`config.mk`:
```
export PLATFORM = sky130hd
export DESIGN_NAME = segment_pool_classifier
export DESIGN_NICKNAME = d
export VERILOG_FILES = /design/src/rtl/segment_pool_classifier.sv
export SDC_FILE = /design/constraint.sdc
export NUM_CORES = 1
export LEC_CHECK = 0
export ABC_AREA = 1
export CELL_PAD_IN_SITES_DETAIL_PLACEMENT = 1
export CELL_PAD_IN_SITES_GLOBAL_PLACEMENT = 1
export CORE_MARGIN = 5
export CORE_UTILIZATION = 45
export CTS_CLUSTER_DIAMETER = 30
export CTS_CLUSTER_SIZE = 30
export DETAILED_ROUTE_END_ITERATION = 8
export HOLD_SLACK_MARGIN = 0.12
export PLACE_DENSITY_LB_ADDON = 0.1
export SLEW_MARGIN = 15
export SYNTH_ARGS = -nofsm -noshare
export SYNTH_HDL_FRONTEND = slang
export SYNTH_SLANG_ARGS = --single-unit
```
`constraint.sdc`:
```
create_clock -name clk -period 7.6 [get_ports clk]
set_input_delay 1.52 -clock clk [delete_from_list [all_inputs] [get_ports clk]]
set_output_delay 1.52 -clock clk [all_outputs]
set_load 0.01 [all_outputs]
```
`src/rtl/segment_pool_classifier.sv`:
```
`default_nettype none
// +------------------------------------------------------------------+
// | Module  : segment_pool_classifier                                |
// | Segment average pooling, sequential dense layer, argmax result.  |
// | Revision: 1.0                                                    |
// +------------------------------------------------------------------+
module segment_pool_classifier #(
  parameter int DATA_WIDTH  = 16,
  parameter int COEF_WIDTH  = 16,
  parameter int ACC_WIDTH   = 48,
  parameter int WINDOW_SIZE = 32,
  parameter int NUM_SEG     = 4,
  parameter int NUM_CLASSES = 4,
  parameter logic signed [COEF_WIDTH-1:0] WEIGHTS [NUM_CLASSES][NUM_SEG] = '{
    '{16'sd1, 16'sd0, 16'sd0, 16'sd0},
    '{16'sd0, 16'sd1, 16'sd0, 16'sd0},
    '{16'sd0, 16'sd0, 16'sd1, 16'sd0},
    '{16'sd0, 16'sd0, 16'sd0, 16'sd1}},
  parameter logic signed [COEF_WIDTH-1:0] BIASES [NUM_CLASSES] = '{default: '0}
) (
  input  logic                           clk,
  input  logic                           rst,
  input  logic signed [DATA_WIDTH-1:0]   x_in,
  input  logic                           x_valid,
  output logic                           cls_valid,
  input  logic                           cls_ready,
  output logic [$clog2(NUM_CLASSES)-1:0] cls_idx,
  output logic signed [ACC_WIDTH-1:0]    cls_score,
  output logic [7:0]                     drop_count
);

  localparam int c_SEG_LEN = WINDOW_SIZE / NUM_SEG;
  localparam int c_SHIFT   = $clog2(c_SEG_LEN);
  localparam int c_CNT_W   = $clog2(WINDOW_SIZE);
  localparam int c_IDX_W   = $clog2(NUM_CLASSES);
  localparam int c_SEG_W   = (NUM_SEG > 1) ? $clog2(NUM_SEG) : 1;
  localparam int c_PROD_W  = DATA_WIDTH + COEF_WIDTH;
  localparam logic [c_CNT_W-1:0] c_LAST_CNT = c_CNT_W'(WINDOW_SIZE - 1);
  localparam logic [c_SEG_W-1:0] c_LAST_SEG = c_SEG_W'(NUM_SEG - 1);
  localparam logic [c_IDX_W-1:0] c_LAST_CLS = c_IDX_W'(NUM_CLASSES - 1);

  typedef enum logic [1:0] {
    D_IDLE = 2'd0,
    D_MAC  = 2'd1,
    D_OUT  = 2'd2
  } state_t;

  // ---------------- pooling ----------------
  logic [c_CNT_W-1:0]           r_samp_cnt;
  logic signed [ACC_WIDTH-1:0]  r_seg_acc;
  logic signed [DATA_WIDTH-1:0] r_stage [NUM_SEG];

  logic signed [ACC_WIDTH-1:0]  w_sample_ext;
  logic signed [ACC_WIDTH-1:0]  w_acc_sum;
  logic signed [ACC_WIDTH-1:0]  w_acc_shift;
  logic signed [DATA_WIDTH-1:0] w_feature;
  logic signed [DATA_WIDTH-1:0] w_stage_next [NUM_SEG];
  logic                         w_seg_end;
  logic                         w_win_end;
  int                           w_seg_idx;

  always_comb begin
    w_sample_ext = {{(ACC_WIDTH-DATA_WIDTH){x_in[DATA_WIDTH-1]}}, x_in};
    w_acc_sum    = r_seg_acc + w_sample_ext;
    w_acc_shift  = w_acc_sum >>> c_SHIFT;
    w_feature    = w_acc_shift[DATA_WIDTH-1:0];
    w_seg_idx    = int'(r_samp_cnt) / c_SEG_LEN;
    w_seg_end    = (int'(r_samp_cnt) % c_SEG_LEN) == (c_SEG_LEN - 1);
    w_win_end    = x_valid && (r_samp_cnt == c_LAST_CNT);
    // Staging view including the feature completing this cycle, so the
    // window's last segment reaches the feature registers on the same edge.
    for (int s = 0; s < NUM_SEG; s++) begin
      w_stage_next[s] = r_stage[s];
      if (x_valid && w_seg_end && (s == w_seg_idx))
        w_stage_next[s] = w_feature;
    end
  end

  always_ff @(posedge clk) begin
    if (rst) begin
      r_samp_cnt <= '0;
      r_seg_acc  <= '0;
      for (int s = 0; s < NUM_SEG; s++) r_stage[s] <= '0;
    end else if (x_valid) begin
      r_samp_cnt <= w_win_end ? '0 : r_samp_cnt + c_CNT_W'(1);
      r_seg_acc  <= w_seg_end ? '0 : w_acc_sum;
      for (int s = 0; s < NUM_SEG; s++) r_stage[s] <= w_stage_next[s];
    end
  end

  // ---------------- dense layer + argmax ----------------
  state_t                       r_state;
  logic [c_IDX_W-1:0]           r_c;
  logic [c_SEG_W-1:0]           r_s;
  logic signed [ACC_WIDTH-1:0]  r_mac_acc;
  logic signed [ACC_WIDTH-1:0]  r_best_score;
  logic [c_IDX_W-1:0]           r_best_idx;
  logic signed [DATA_WIDTH-1:0] r_feat [NUM_SEG];

  logic signed [c_PROD_W-1:0]   w_prod;
  logic signed [ACC_WIDTH-1:0]  w_prod_ext;
  logic signed [ACC_WIDTH-1:0]  w_bias_ext;
  logic signed [ACC_WIDTH-1:0]  w_mac_base;
  logic signed [ACC_WIDTH-1:0]  w_mac_sum;
  logic                         w_take;
  logic                         w_last_seg;
  logic                         w_last_cls;

  always_comb begin
    w_prod     = r_feat[r_s] * WEIGHTS[r_c][r_s];
    w_prod_ext = {{(ACC_WIDTH-c_PROD_W){w_prod[c_PROD_W-1]}}, w_prod};
    w_bias_ext = {{(ACC_WIDTH-COEF_WIDTH){BIASES[r_c][COEF_WIDTH-1]}}, BIASES[r_c]};
    w_mac_base = (r_s == '0) ? w_bias_ext : r_mac_acc;
    w_mac_sum  = w_mac_base + w_prod_ext;
    // Strict compare keeps ties on the lowest class index.
    w_take     = (r_c == '0) || (w_mac_sum > r_best_score);
    w_last_seg = (r_s == c_LAST_SEG);
    w_last_cls = (r_c == c_LAST_CLS);
  end

  always_ff @(posedge clk) begin
    if (rst) begin
      r_state      <= D_IDLE;
      r_c          <= '0;
      r_s          <= '0;
      r_mac_acc    <= '0;
      r_best_score <= '0;
      r_best_idx   <= '0;
      for (int s = 0; s < NUM_SEG; s++) r_feat[s] <= '0;
      cls_valid    <= 1'b0;
      cls_idx      <= '0;
      cls_score    <= '0;
      drop_count   <= '0;
    end else begin
      if (w_win_end) begin
        if (r_state == D_IDLE) begin
          for (int s = 0; s < NUM_SEG; s++) r_feat[s] <= w_stage_next[s];
        end else if (drop_count != 8'hFF) begin
          drop_count <= drop_count + 8'd1;
        end
      end

      case (r_state)
        D_IDLE: begin
          if (w_win_end) begin
            r_state <= D_MAC;
            r_c     <= '0;
            r_s     <= '0;
          end
        end
        D_MAC: begin
          r_mac_acc <= w_mac_sum;
          if (w_last_seg) begin
            r_s <= '0;
            if (w_take) begin
              r_best_score <= w_mac_sum;
              r_best_idx   <= r_c;
            end
            if (w_last_cls) begin
              r_state   <= D_OUT;
              cls_valid <= 1'b1;
              cls_idx   <= w_take ? r_c : r_best_idx;
              cls_score <= w_take ? w_mac_sum : r_best_score;
            end else begin
              r_c <= r_c + c_IDX_W'(1);
            end
          end else begin
            r_s <= r_s + c_SEG_W'(1);
          end
        end
        D_OUT: begin
          if (cls_ready) begin
            r_state   <= D_IDLE;
            cls_valid <= 1'b0;
          end
        end
        default: r_state <= D_IDLE;
      endcase
    end
  end

endmodule
`default_nettype wire

```
==> results of run 1 <==
[how the worst min path moves through the flow]
stage,from,endpoint,slack (ns),cells after the start
floorplan,r_mac_acc[3],r_mac_acc[3],0.43,2
global placement,r_mac_acc[1],r_mac_acc[1],0.44,2
detailed placement,r_mac_acc[1],r_mac_acc[1],0.46,2
CTS,r_mac_acc[1],r_mac_acc[1],0.46,2
global route,r_mac_acc[1],r_mac_acc[1],0.48,2
finish,r_mac_acc[1],r_mac_acc[1],0.46,2
[layout by cell type, fill, tap and decap left out, types with 6 or more instances in the layout]
| cell | instances |
|---|---|
| xnor2_1 | 7 |
| buf_4 | 33 |
| nor2_1 | 429 |
| nand2_2 | 10 |
| mux2i_1 | 8 |
| or2_2 | 6 |
| nand2_1 | 489 |
| nand3_1 | 256 |
| nor3_1 | 17 |
| clkbuf_8 | 7 |
| ha_1 | 257 |
| inv_1 | 406 |
| o21a_1 | 14 |
| clkinv_2 | 24 |
| clkinvlp_4 | 8 |
| dfxtp_1 | 189 |
| xor2_1 | 33 |
| clkbuf_1 | 14 |
| clkbuf_16 | 90 |
| nand4_1 | 26 |
| o21ai_1 | 7 |
| o21ai_0 | 175 |
| o32ai_1 | 15 |
| edfxtp_1 | 128 |
| inv_2 | 7 |
| bufinv_16 | 12 |
| a21oi_1 | 228 |
| clkdlybuf4s50_1 | 77 |
[worst register-to-register path: cells and delay by family (launching register included)]
| kind | cells | cell delay (ns) |
|---|---|---|
| flip-flops | 1 | 0.31 |
| buffers and inverters | 6 | 1.22 |
| AND/OR/NAND/NOR | 22 | 3.01 |
| AO/OA/AOI/OAI | 1 | 0.65 |
| adder cells (fa/ha/maj) | 5 | 1.77 |
[per-layer routing]
| metal | wire length, um | part of all wire | vias up |
|---|---|---|---|
| met4 | 2430 | 0.036 | 0 |
| met5 | 0 | 0 | - |
| met2 | 35300 | 0.53 | 309 |
| li1 | - | - | 9654 |
| met3 | 1960 | 0.029 | 149 |
| met1 | 27500 | 0.41 | 9683 |
[cells by family (layout without fill, tap and decap cells)]
group	Yosys count	in the layout	synth area share
adders and majority gates	260	260	0.155
xor gates and xnor gates	40	40	0.0166
and+or+nand+nor	1247	1248	0.246
AOI/OAI and AO/OA	472	472	0.121
DFF	317	317	0.362
muxes	8	8	0.00380
buffers and inverters	520	690	0.0953
[metrics by stage]
stage	area, sq um	instances	power (uW)
3_5_place_dp	22400	3475	2250
5_1_grt	25500	3642	6220
2_1_floorplan	21100	2864	2130
6_report	25500	3642	6000
3_3_place_gp	22400	3475	2240
4_1_cts	25500	3639	6060
[final cells by class]
cell class                 count  area, sq um  area share
multi-input combinational   2028        11500       0.450
sequential                   317         7630       0.299
clock buffer                 110         2390      0.0936
inverter                     415         1560      0.0613
timing repair buffer         111         1030      0.0405
tap                          607          759      0.0298
clock inverter                54          673      0.0264
[sequential cells by signal (all words and copies together) (netlist names), 5 cells and up, named ones only]
register,count
cls_score,48
drop_count,8
r_best_score,48
r_feat,64
r_mac_acc,48
r_samp_cnt,5
r_seg_acc,19
r_stage,64
[power groups by stage]
stage	clock, uW	combinational (uW)	sequential [uW]
after floorplan	0	263	1860
after global placement	0	369	1870
after detailed placement	0	383	1870
after CTS	3830	393	1840
after global routing	3940	438	1840
final	3770	392	1840
[timing repair]
item                                    4_1_cts  5_1_grt
cloned                                        0        1
setup buffers                                 0        2
endpoints found under the setup margin       20      100
gates resized for setup                       1        5
==> results.toml, run 1 <==
[clocking]
cts_tree = "done"
cts_root_buf = "clkbuf_16"
hold_buffers = 0
clk_latency_ns = 0.63
cts-htree-levels = 3
clock_sinks = 317
clkSlewWorstSetupHoldPaths_ns = 0.04
cts_buffer_depth = 3
numCtsBuffers = 88

[power_and_ir_drop]
internal-power_uw = 4560
ir_worst_vdd_v = 0.000213
swShare = 0.240
power_leakage_uw = 0.0121
p_per_area_mw_per_mm2 = 235
power.switching_uw = 1440
p_seq_frac = 0.307
pwr-share-comb = 0.065
power_frac_clock = 0.628

[critical_path]
start_kind = "flop"
crit_top_cell = "nand2_1"
cpPeakStageDelay_ns = 0.65
worst-path-buf-inv = 6
rrSetupSlack_ns = 0.57
critPathKind = "flop to flop"
crit_family = "simple AND/OR/NAND/NOR gates"
rr_worst_depth = 34
cp_max_fo = 36
critPathCapture = "cls_score[26]"
cp.required_ns = 8.16
path_depth = 34
critPathArrivalTime_ns = 7.59
cp-end-kind = "flop"
slowest_stage = "o32ai_1"
r2r_end = "cls_score[26]"

[timing]
fin_crit_ns = 7.03
grt_setup_unrepaired = "no"
setup_ws_ns = 0.569
timing.final.max_slew_violations = 0
worst_pin_slew_ns = 1.12
hold_viol = 0
fmax_ghz = 0.142
fin_crit_sh = 0.925
maxSlewHeadroom = 0.255
whs_ns = 0.458
setup_tns_ns = 0
fin_skew_ns = 0.0383
finalSetupViolations = 0

[routing]
drt_iter0_drc = 858
antenna_left = 0
drcViolationCount = 0
routed_wl_mm = 67.3
drt_pass1_iterations = 5
dr_total_vias = 19800
detail_route.wl_per_cell_um = 18.5
avgViaCountPerCell = 5.44

[synthesis]
netlist_area_sq_mm = 0.0211
yosysSeqAreaShare = 0.362
synthTopCellsByCount = "nand2_1, nor2_1, inv_1, ha_1, nand3_1"
yosysWarnings = 0
synth_area_leaders = "edfxtp_1, dfxtp_1, ha_1, nand2_1, nor2_1"
yosys.area.top_type = "edfxtp_1"
synth_flop_cell = "dfxtp_1"
avgSynthCellArea_sq_um = 7.35
yosys.cell_count.top_type = "nand2_1"
synth-edff-count = 128
postSynthNetCount = 3144
syn-instance-count = 2864
synth.top_cell.area_share = 0.182
yosysUniqueCellTypes = 45
synthArstFlopShare = 0
yosys_register_bits = 317

[layout]
fillers = 5771
layout-drive-gt1-share = 0.0731
nets = 3241
area_growth_pct = 21.1
antenna_cells = 0
fin_util = 0.549

[global_routing]
grt-ovfl-total = 0
grt_use_met2 = 0.490
grt_pass1_vias = 21500
gr-usage-all-layers = 0.261
grt_use_met3 = 0.0413
grt_max_degree = 96
grtUsageMet1 = 0.296
busiest_layer = "met2"
antenna_found_initial = 0
grt_pass1_wl_mm = 109

[place]
pre_cts_ws_ns = 0.197
dp_hpwl_mm = 46.4
port_buffers = 78
place_congestion = 0.898

[die]
start_util = 0.453
pin_count = 79
fp.dieW_um = 226
core_area_sq_mm = 0.0465
fp-row-count = 79
dieHeight_um = 226
dieArea_sq_mm = 0.0512

[run_status]
status = "completed"

[min_path]
hold_class = "flop to flop"

[flow_run]
cap_violations = 0
No activity file was read; power rests on OpenSTA's default activity.
==> run 2: changes to the inputs <==
--- a/config.mk
+++ b/config.mk
@@ -8,6 +8,7 @@
 export ABC_AREA = 1
 export CELL_PAD_IN_SITES_DETAIL_PLACEMENT = 1
 export CELL_PAD_IN_SITES_GLOBAL_PLACEMENT = 1
+export CORE_ASPECT_RATIO = 1.25
 export CORE_MARGIN = 5
 export CORE_UTILIZATION = 45
 export CTS_CLUSTER_DIAMETER = 30
@@ -15,6 +16,7 @@
 export DETAILED_ROUTE_END_ITERATION = 8
 export HOLD_SLACK_MARGIN = 0.12
 export PLACE_DENSITY_LB_ADDON = 0.1
+export REMOVE_ABC_BUFFERS = 1
 export SLEW_MARGIN = 15
 export SYNTH_ARGS = -nofsm -noshare
 export SYNTH_HDL_FRONTEND = slang
==> run 2 against run 1 <==
Count of clock-buffer cells in the layout decreased by 18. Flip-flop and latch count unchanged. Sequential power about the same. Worst setup slack improved by 0.19 ns. Clock power decreased by 17%. Critical path depth increased by 5. Fmax increased by 2.7%. Non-clock buffer count decreased by 4. Sequential share of layout area increased by 0.79 points. Final area decreased by 2.6%. Final cell count decreased by 1.5%. Hold slack improved by 0.0060 ns. Critical endpoint is now r_best_score[23].
==> results.toml, run 2 (synthesized netlist as in run 1, its figures left out) <==
[die]
start_util = 0.455
dieArea_sq_mm = 0.0513
fp.dieW_um = 204
fp-row-count = 88
core_area_sq_mm = 0.0462
pin_count = 79
dieHeight_um = 252

[place]
dp_hpwl_mm = 47.2
port_buffers = 78
place_congestion = 0.945

[layout]
mostFrequentLayoutCell = "nand2_1"
reg_top3 = "r_feat x64, r_stage x64"
nets = 3223
fin_util = 0.537
antenna_cells = 0
area_growth_pct = 18.0
fillers = 5775
layout-drive-gt1-share = 0.0650
final_cell_mix = "nand2_1, nor2_1, inv_1"

[timing]
hold_viol = 0
fmax_ghz = 0.146
fin_crit_sh = 0.901
fin_crit_ns = 6.84
grt_setup_unrepaired = "no"
worst_pin_slew_ns = 1.11
fin_skew_ns = 0.0245
timing.final.max_slew_violations = 0
setup_tns_ns = 0
maxSlewHeadroom = 0.262
whs_ns = 0.464
finalSetupViolations = 0

[global_routing]
grt_pass1_wl_mm = 106
grt_use_met2 = 0.498
grt-ovfl-total = 0
grt_max_degree = 95
busiest_layer = "met2"
gr-usage-all-layers = 0.254
grt_use_met3 = 0.0342
grtUsageMet1 = 0.270
grt_pass1_vias = 21100
antenna_found_initial = 1

[clocking]
cts_buffer_depth = 3
cts-htree-levels = 3
clk_latency_ns = 0.60
cts_tree = "done"
cts_root_buf = "clkbuf_16"
numCtsBuffers = 75
clock_sinks = 317
clkSlewWorstSetupHoldPaths_ns = 0.04

[critical_path]
slowest_stage = "o21ai_0"
critPathArrivalTime_ns = 7.37
cp.required_ns = 8.13
cp-end-kind = "flop"
rr_worst_depth = 39
cpPeakStageDelay_ns = 0.51
rr_startpoint = "r_c[0]"
crit_top_cell = "nand2_1"
start_kind = "flop"
r2r_end = "r_best_score[23]"
cp_max_fo = 28
critPathKind = "flop to flop"
rrSetupSlack_ns = 0.76

[routing]
drt_iter0_drc = 856
drcViolationCount = 0
avgViaCountPerCell = 5.47
dr_total_vias = 19600
detail_route.wl_per_cell_um = 18.4
antenna_left = 0
routed_wl_mm = 65.9
drt_pass1_iterations = 5

[min_path]
hold_class = "flop to flop"
holdCritStartpoint = "r_mac_acc[5]"
min_to = "r_mac_acc[5]"
hold_depth = 2

[power_and_ir_drop]
power_leakage_uw = 0.0117
p_per_area_mw_per_mm2 = 215
ir_worst_vdd_v = 0.000185

[run_status]
status = "completed"

[flow_run]
cap_violations = 0
[run 2: area by class of cell]
type | instances | area, sq um | area share
Sequential cell | 317 | 7630 | 0.307
Clock buffer | 92 | 2030 | 0.0817
Multi-Input combinational cell | 2027 | 11500 | 0.461
Inverter | 415 | 1560 | 0.0629
Clock inverter | 43 | 433 | 0.0174
Tap cell | 585 | 732 | 0.0295
Timing Repair Buffer | 107 | 1010 | 0.0406
[run 2: report_power, final]
group / switching [uW] / internal (uW)
Sequential: 18.0 / 1820
Clock: 1050 / 2070
Combinational: 271 / 118
[run 2: repair_timing]
action                                 in CTS  in global routing
setup endpoints to repair                   0                100
hold buffers                                0                  0
buffers inserted                            0                  1
gates resized for setup                     0                  2
endpoints found under the hold margin       0                  0
[run 2: critical path: cells and delay by family, from the launching register on]
| family | cells | cell delay [ns] |
|---|---|---|
| fa+ha+maj | 6 | 1.78 |
| flops | 1 | 0.41 |
| compound gates | 5 | 1.04 |
| buf+inv | 8 | 1.03 |
| simple gates | 20 | 2.48 |
[run 2: metal layers]
metal / vias to the layer above / wire length (um)
met1: 9565 / 25900
li1: 9615 / -
met3: 131 / 1930
met2: 297 / 35600
met5: - / 13
met4: 2 / 2440
[run 2: how the worst max path moves through the flow]
| stage | start | to | slack [ns] |
|---|---|---|---|
| floorplan | r_c[0] | cls_idx[0] | 0.73 |
| global placement | r_c[0] | cls_score[27] | 0.56 |
| detailed placement | r_c[0] | cls_score[27] | 0.41 |
| CTS | r_c[0] | cls_score[27] | 0.30 |
| global route | r_c[0] | cls_score[17] | 0.33 |
| finish | r_c[0] | r_best_score[23] | 0.76 |
[run 2: through the flow]
step                      instance area [sq um]  total power, uW  worst slack, ns  cells
after detailed placement                  22400             2250            0.407   3450
after floorplan                           20600             2110            0.728   2759
after CTS                                 24800             5400            0.304   3585
final                                     24900             5340            0.756   3586
after global placement                    22400             2240            0.557   3450
after global routing                      24900             5550            0.326   3586
